**src/rtl/fwd_pkg.sv**
```systemverilog
// Shared record type and select-code helpers for the forwarding scoreboard.
package fwd_pkg;

    // Record dst field is sized for the widest supported register number;
    // narrower REGW values are zero-extended on entry.
    localparam int MAX_REGW = 8;
    localparam int SEL_RF   = 32'sd0;

    typedef struct packed {
        logic                valid;
        logic [MAX_REGW-1:0] dst;
        logic                is_load;
    } fwd_rec_t;

    function automatic int sel_encode(input int stage, input int lane, input int lanes);
        return 32'sd1 + stage * lanes + lane;
    endfunction

endpackage

```
**src/rtl/fwd_match.sv**
```systemverilog
// Priority search of all in-flight producer records for one source operand.
module fwd_match
    import fwd_pkg::*;
#(
    parameter int LANES      = 2,
    parameter int NSTAGES    = 3,
    parameter int LOAD_STAGE = 1,
    parameter int REGW       = 5,
    parameter int SELW       = $clog2(NSTAGES * LANES + 1)
) (
    input  logic [REGW-1:0]                src_i,
    input  fwd_rec_t [NSTAGES*LANES-1:0]   recs_i,
    output logic [SELW-1:0]                sel_o,
    output logic                           load_not_ready_o
);

    localparam int NREC = NSTAGES * LANES;

    logic [MAX_REGW-1:0] src_x_s;
    logic [NREC-1:0]     hit_s;

    assign src_x_s = MAX_REGW'(src_i);

    // Raw per-record match; x0 never forwards.
    always_comb begin
        hit_s = '0;
        for (int i = 0; i < NREC; i++) begin
            hit_s[i] = recs_i[i].valid & (recs_i[i].dst == src_x_s) & (src_x_s != '0);
        end
    end

    // Oldest stage first, lowest lane first, so the last hit seen is the youngest producer.
    always_comb begin
        sel_o            = SELW'(SEL_RF);
        load_not_ready_o = 1'b0;
        for (int s = NSTAGES - 1; s >= 0; s--) begin
            for (int l = 0; l < LANES; l++) begin
                if (hit_s[s*LANES + l]) begin
                    sel_o            = SELW'(sel_encode(s, l, LANES));
                    load_not_ready_o = recs_i[s*LANES + l].is_load & (s < LOAD_STAGE);
                end else begin
                    sel_o            = sel_o;
                    load_not_ready_o = load_not_ready_o;
                end
            end
        end
    end

endmodule

```
**src/rtl/fwd_scoreboard.sv**
```systemverilog
// Forwarding/hazard unit: producer record pipeline, per-operand forward selects,
// intra-bundle issue masking, load-use stall and saturating stall counter.
module fwd_scoreboard
    import fwd_pkg::*;
#(
    parameter int LANES      = 2,
    parameter int NSTAGES    = 3,
    parameter int LOAD_STAGE = 1,
    parameter int REGW       = 5,
    parameter int SELW       = $clog2(NSTAGES * LANES + 1)
) (
    input  logic                    clk,
    input  logic                    reset,
    input  logic [LANES-1:0]        dec_valid,
    input  logic [LANES*REGW-1:0]   dec_src1,
    input  logic [LANES*REGW-1:0]   dec_src2,
    input  logic [LANES*REGW-1:0]   dec_dst,
    input  logic [LANES-1:0]        dec_we,
    input  logic [LANES-1:0]        dec_is_load,
    input  logic                    pipe_hold,
    input  logic                    flush,
    output logic [LANES*SELW-1:0]   fwd_sel1,
    output logic [LANES*SELW-1:0]   fwd_sel2,
    output logic [LANES-1:0]        issue_mask,
    output logic                    stall_out,
    output logic [31:0]             stall_cycles
);

    localparam int NREC = NSTAGES * LANES;

    fwd_rec_t [NREC-1:0] recs_q, recs_d;
    logic [31:0]         stall_cnt_q, stall_cnt_d;
    logic [LANES-1:0]    lnr1_s, lnr2_s;
    logic [LANES-1:0]    mask_s;
    logic                stall_s;
    logic                block_s;

    for (genvar g = 0; g < LANES; g++) begin : g_lane
        fwd_match #(
            .LANES(LANES), .NSTAGES(NSTAGES), .LOAD_STAGE(LOAD_STAGE),
            .REGW(REGW), .SELW(SELW)
        ) u_match1 (
            .src_i            (dec_src1[g*REGW +: REGW]),
            .recs_i           (recs_q),
            .sel_o            (fwd_sel1[g*SELW +: SELW]),
            .load_not_ready_o (lnr1_s[g])
        );
        fwd_match #(
            .LANES(LANES), .NSTAGES(NSTAGES), .LOAD_STAGE(LOAD_STAGE),
            .REGW(REGW), .SELW(SELW)
        ) u_match2 (
            .src_i            (dec_src2[g*REGW +: REGW]),
            .recs_i           (recs_q),
            .sel_o            (fwd_sel2[g*SELW +: SELW]),
            .load_not_ready_o (lnr2_s[g])
        );
    end

    // A lane reading an older lane's rd in the same bundle blocks itself and every later lane.
    always_comb begin
        block_s = 1'b0;
        mask_s  = '0;
        for (int j = 0; j < LANES; j++) begin
            for (int i = 0; i < j; i++) begin
                block_s = block_s
                        | (dec_valid[i] & dec_we[i] & (dec_dst[i*REGW +: REGW] != '0)
                           & ((dec_src1[j*REGW +: REGW] == dec_dst[i*REGW +: REGW])
                            | (dec_src2[j*REGW +: REGW] == dec_dst[i*REGW +: REGW])));
            end
            mask_s[j] = dec_valid[j] & ~block_s;
        end
    end

    assign stall_s      = |(mask_s & (lnr1_s | lnr2_s));
    assign issue_mask   = mask_s;
    assign stall_out    = stall_s;
    assign stall_cycles = stall_cnt_q;

    // Record advance: hold freezes everything, otherwise shift and load stage 0.
    always_comb begin
        recs_d      = recs_q;
        stall_cnt_d = stall_cnt_q;
        if (pipe_hold) begin
            recs_d      = recs_q;
            stall_cnt_d = stall_cnt_q;
        end else begin
            for (int i = LANES; i < NREC; i++) begin
                recs_d[i] = recs_q[i - LANES];
            end
            for (int l = 0; l < LANES; l++) begin
                if (flush || stall_s) begin
                    recs_d[l] = '0;
                end else begin
                    recs_d[l].valid   = dec_valid[l] & mask_s[l] & dec_we[l];
                    recs_d[l].dst     = MAX_REGW'(dec_dst[l*REGW +: REGW]);
                    recs_d[l].is_load = dec_is_load[l];
                end
            end
            if (!flush && stall_s && (stall_cnt_q != 32'hFFFF_FFFF)) begin
                stall_cnt_d = stall_cnt_q + 32'd1;
            end else begin
                stall_cnt_d = stall_cnt_q;
            end
        end
    end

    // State registers with synchronous reset.
    always_ff @(posedge clk) begin
        if (reset) begin
            recs_q      <= '0;
            stall_cnt_q <= 32'd0;
        end else begin
            recs_q      <= recs_d;
            stall_cnt_q <= stall_cnt_d;
        end
    end

endmodule

```
**config.mk**
```make
export PLATFORM = sky130hd
export DESIGN_NAME = fwd_scoreboard
export DESIGN_NICKNAME = d
export VERILOG_FILES = /design/src/rtl/fwd_pkg.sv /design/src/rtl/fwd_match.sv /design/src/rtl/fwd_scoreboard.sv
export SDC_FILE = /design/constraint.sdc
export NUM_CORES = 1
export LEC_CHECK = 0
export CORE_MARGIN = 2
export CORE_UTILIZATION = 42
export DETAILED_ROUTE_END_ITERATION = 8
export MAX_ROUTING_LAYER = met4
export PLACE_DENSITY = 0.66
export SLEW_MARGIN = 20
export SYNTH_ARGS = -nofsm -noshare
export SYNTH_HDL_FRONTEND = slang
export SYNTH_HIERARCHICAL = 1
export SYNTH_SLANG_ARGS = --single-unit
export TNS_END_PERCENT = 100
```
**constraint.sdc**
```tcl
create_clock -name clk -period 6.1 [get_ports clk]
set_input_delay 1.22 -clock clk [delete_from_list [all_inputs] [get_ports clk]]
set_output_delay 1.22 -clock clk [all_outputs]
set_load 0.02 [all_outputs]
```
==> qor.txt <==
Final count of pins violating max slew: 0
Total routed wirelength: 16.0 mm
Clk sink count: 70
Crit Path Max Fanout: 7
Setup crit end kind: primary output
Clock transition at the register clock pins on the worst setup and hold paths after CTS: 0.06 ns
Total setup violations reported at the end of the flow: 0
Via count: 5090
Launch point of the critical path: dec_src2[0]
Routed length per placed instance: 17.1 µm
Detailed router's first-iteration violation count: 255
Peak Freq: 0.181 GHz
Yosys warning count: 6
IO buf count: 86
Vertical extent of the die: 118 µm
Startpoint type of the worst setup path: primary input
Die X: 118 µm
Depth of the worst register-to-register path: 13
Fraction of power spent switching nets: 26.8%
Filler Cells Inserted: 1228
CP endpoint: stall_out
Overall routing resource usage: 23.9%
Share of power burned in combinational logic: 13.7%
Part of the power in registers: 43.6%
Pre-Repair DR Iteration Count: 5
Max-capacitance violation count: 0
Initial antenna violation count: 1
Total chip power: 0.00110 W
Via density: 5.43
Design internal power: 0.000808 W
Worst path slowest cell: sky130_fd_sc_hd__clkdlybuf4s50_1
Total I/O pin count: 87
Actual slew at the worst max-slew pin: 1.09 ns
Total Die Area: 13800 µm²
Largest net degree at the start of global routing: 44
Nets: 801
Worst vdd ir: 0.000105 V
Final estimated routing congestion in global placement: 0.903
RSZ-0062 raised after global routing: no
ANT nets after route: 0
Post-cts resize count: 0
Number of buffers inserted by hold repair at cts: 0
Type of the most critical hold path: register to register
LEAKAGE: 2.32 nW
DRC violation count after routing: 0
CTS tree: yes
Number of global-route vias before repair: 4919
Critical R2R Capture: stall_cycles[31]
Crit path largest cell delay: 0.82 ns
Grt total ovfl: 0
Flop-to-flop setup slack: 2.46 ns
Clock insertion delay at the later pin of the skew report: 0.33 ns
Final hold violation count: 0
Type of the worst setup path: primary input to primary output
Largest buffer count on any clock path: 2
Cell area after technology mapping: 5410 µm²
Number of rows created at floorplan: 41
Setup clock skew after layout: 0.00612 ns
Required time reported for the critical path endpoint: 4.88 ns
CP arrival: 4.30 ns
Hold path cells: 2
Hpwl dp: 11.8 mm
Time the worst path needs with I/O delays and setup: 5.52 ns
Clock network fraction of total power: 42.8%
Pwr/cell area: 163 nW/µm²
Count of buffers added by post-CTS timing repair for setup: 0
Starting utilization of the core area: 42.9%
H-tree levels: 3
Net switching power figure: 0.000296 W
Result of the run: finished, final reports clean
First-pass GRT wire length: 25.6 mm
Inserted Clock Buffers: 9
Post-Synthesis Mean Instance Area: 8.61 µm²
Critical Path, Cell by Cell: clkdlybuf4s50_1 -> xnor2_1 -> nand4_1 -> nor3_1 -> nor2_1 -> a22o_1 -> o21ai_0 -> buf_4 -> o21ai_0 -> clkdlybuf4s50_1
Final clock period utilization by the worst path: 90.5%
Worst reg2reg path startpoint: recs_q[5]
Worst slew margin relative to its limit: 27.5%
Root buffer cell: sky130_fd_sc_hd__clkbuf_16
Total core area: 12600 µm²
Share of final-layout standard cells stronger than drive strength 1: 6.81%
Summed negative setup slack over all endpoints: 0 ns
Post-synthesis instance total: 629
Area added between synthesis and finish: 25.2%
## power by group through the flow
stage / sequential [W] / clock, W / combinational (W)
6_report: 0.000481 / 0.000472 / 0.000151
3_3_place_gp: 0.000490 / 0 / 0.000146
5_1_grt: 0.000481 / 0.000499 / 0.000165
4_1_cts: 0.000480 / 0.000481 / 0.000150
3_5_place_dp: 0.000490 / 0 / 0.000149
2_1_floorplan: 0.000482 / 0 / 0.000113
## cell usage in the layout (no fill, tap or decap), types with 12 or more instances in the layout
master	instances
sky130_fd_sc_hd__xnor2_1	82
sky130_fd_sc_hd__or4_1	14
sky130_fd_sc_hd__nor2_1	37
sky130_fd_sc_hd__o31ai_1	13
sky130_fd_sc_hd__a21oi_1	31
sky130_fd_sc_hd__clkdlybuf4s50_1	85
sky130_fd_sc_hd__a22o_1	16
sky130_fd_sc_hd__nand2b_1	12
sky130_fd_sc_hd__o21ai_0	22
sky130_fd_sc_hd__xor2_1	51
sky130_fd_sc_hd__nor4_1	16
sky130_fd_sc_hd__nand4_1	24
sky130_fd_sc_hd__nand2_1	31
sky130_fd_sc_hd__nor3_1	20
sky130_fd_sc_hd__nor4b_1	16
sky130_fd_sc_hd__dfxtp_1	70
sky130_fd_sc_hd__conb_1	72
sky130_fd_sc_hd__mux2i_1	25
sky130_fd_sc_hd__or3_1	14
## sequential cells by signal, indices dropped and copies added (netlist names)
register	cells
recs_q	38
stall_cycles	32
## critical path: cells and delay by family
family,cells,cell delay (ns)
AOI/OAI and AO/OA,3,0.49
xor gates and xnor gates,1,0.19
buffers and inverters,3,1.57
and+or+nand+nor,3,0.83
## worst min-delay path by stage
stage | from | endpoint
after floorplan | recs_q[19] | recs_q[19]
after global placement | stall_cycles[12] | stall_cycles[12]
after detailed placement | stall_cycles[12] | stall_cycles[12]
after CTS | stall_cycles[12] | stall_cycles[12]
after global routing | stall_cycles[29] | stall_cycles[29]
final | stall_cycles[12] | stall_cycles[12]
## per-stage QoR
step                      setup slack (ns)  cell area, µm²  utilization (%)  hold slack (ns)  std cells
after floorplan                       1.80            5680                -            0.496        700
after global placement               0.608            6510             51.6            0.485        921
after detailed placement             0.614            6510             51.6            0.499        921
after CTS                            0.590            6770             53.7            0.510        936
after global routing                 0.400            6770             53.7            0.558        937
final                                0.581            6770             53.7            0.512        937
## final cells by class
cell class	instances	area, µm²	area share [%]
Antenna cell	1	2.50	0.0369
Tap cell	172	215	3.18
Inverter	5	18.8	0.277
Sequential cell	70	1400	20.7
Clock inverter	6	38.8	0.573
Clock buffer	9	225	3.32
Timing Repair Buffer	92	901	13.3
Multi-Input combinational cell	582	3970	58.6
## routing by layer
metal | track usage (%) | wire [µm] | up-vias
met5 | - | 0 | -
met4 | 9.04 | 454 | 0
met1 | 31.6 | 7710 | 2419
li1 | - | - | 2486
met3 | 3.88 | 663 | 31
met2 | 36.8 | 7150 | 154
No activity file was read; power rests on OpenSTA's default activity.
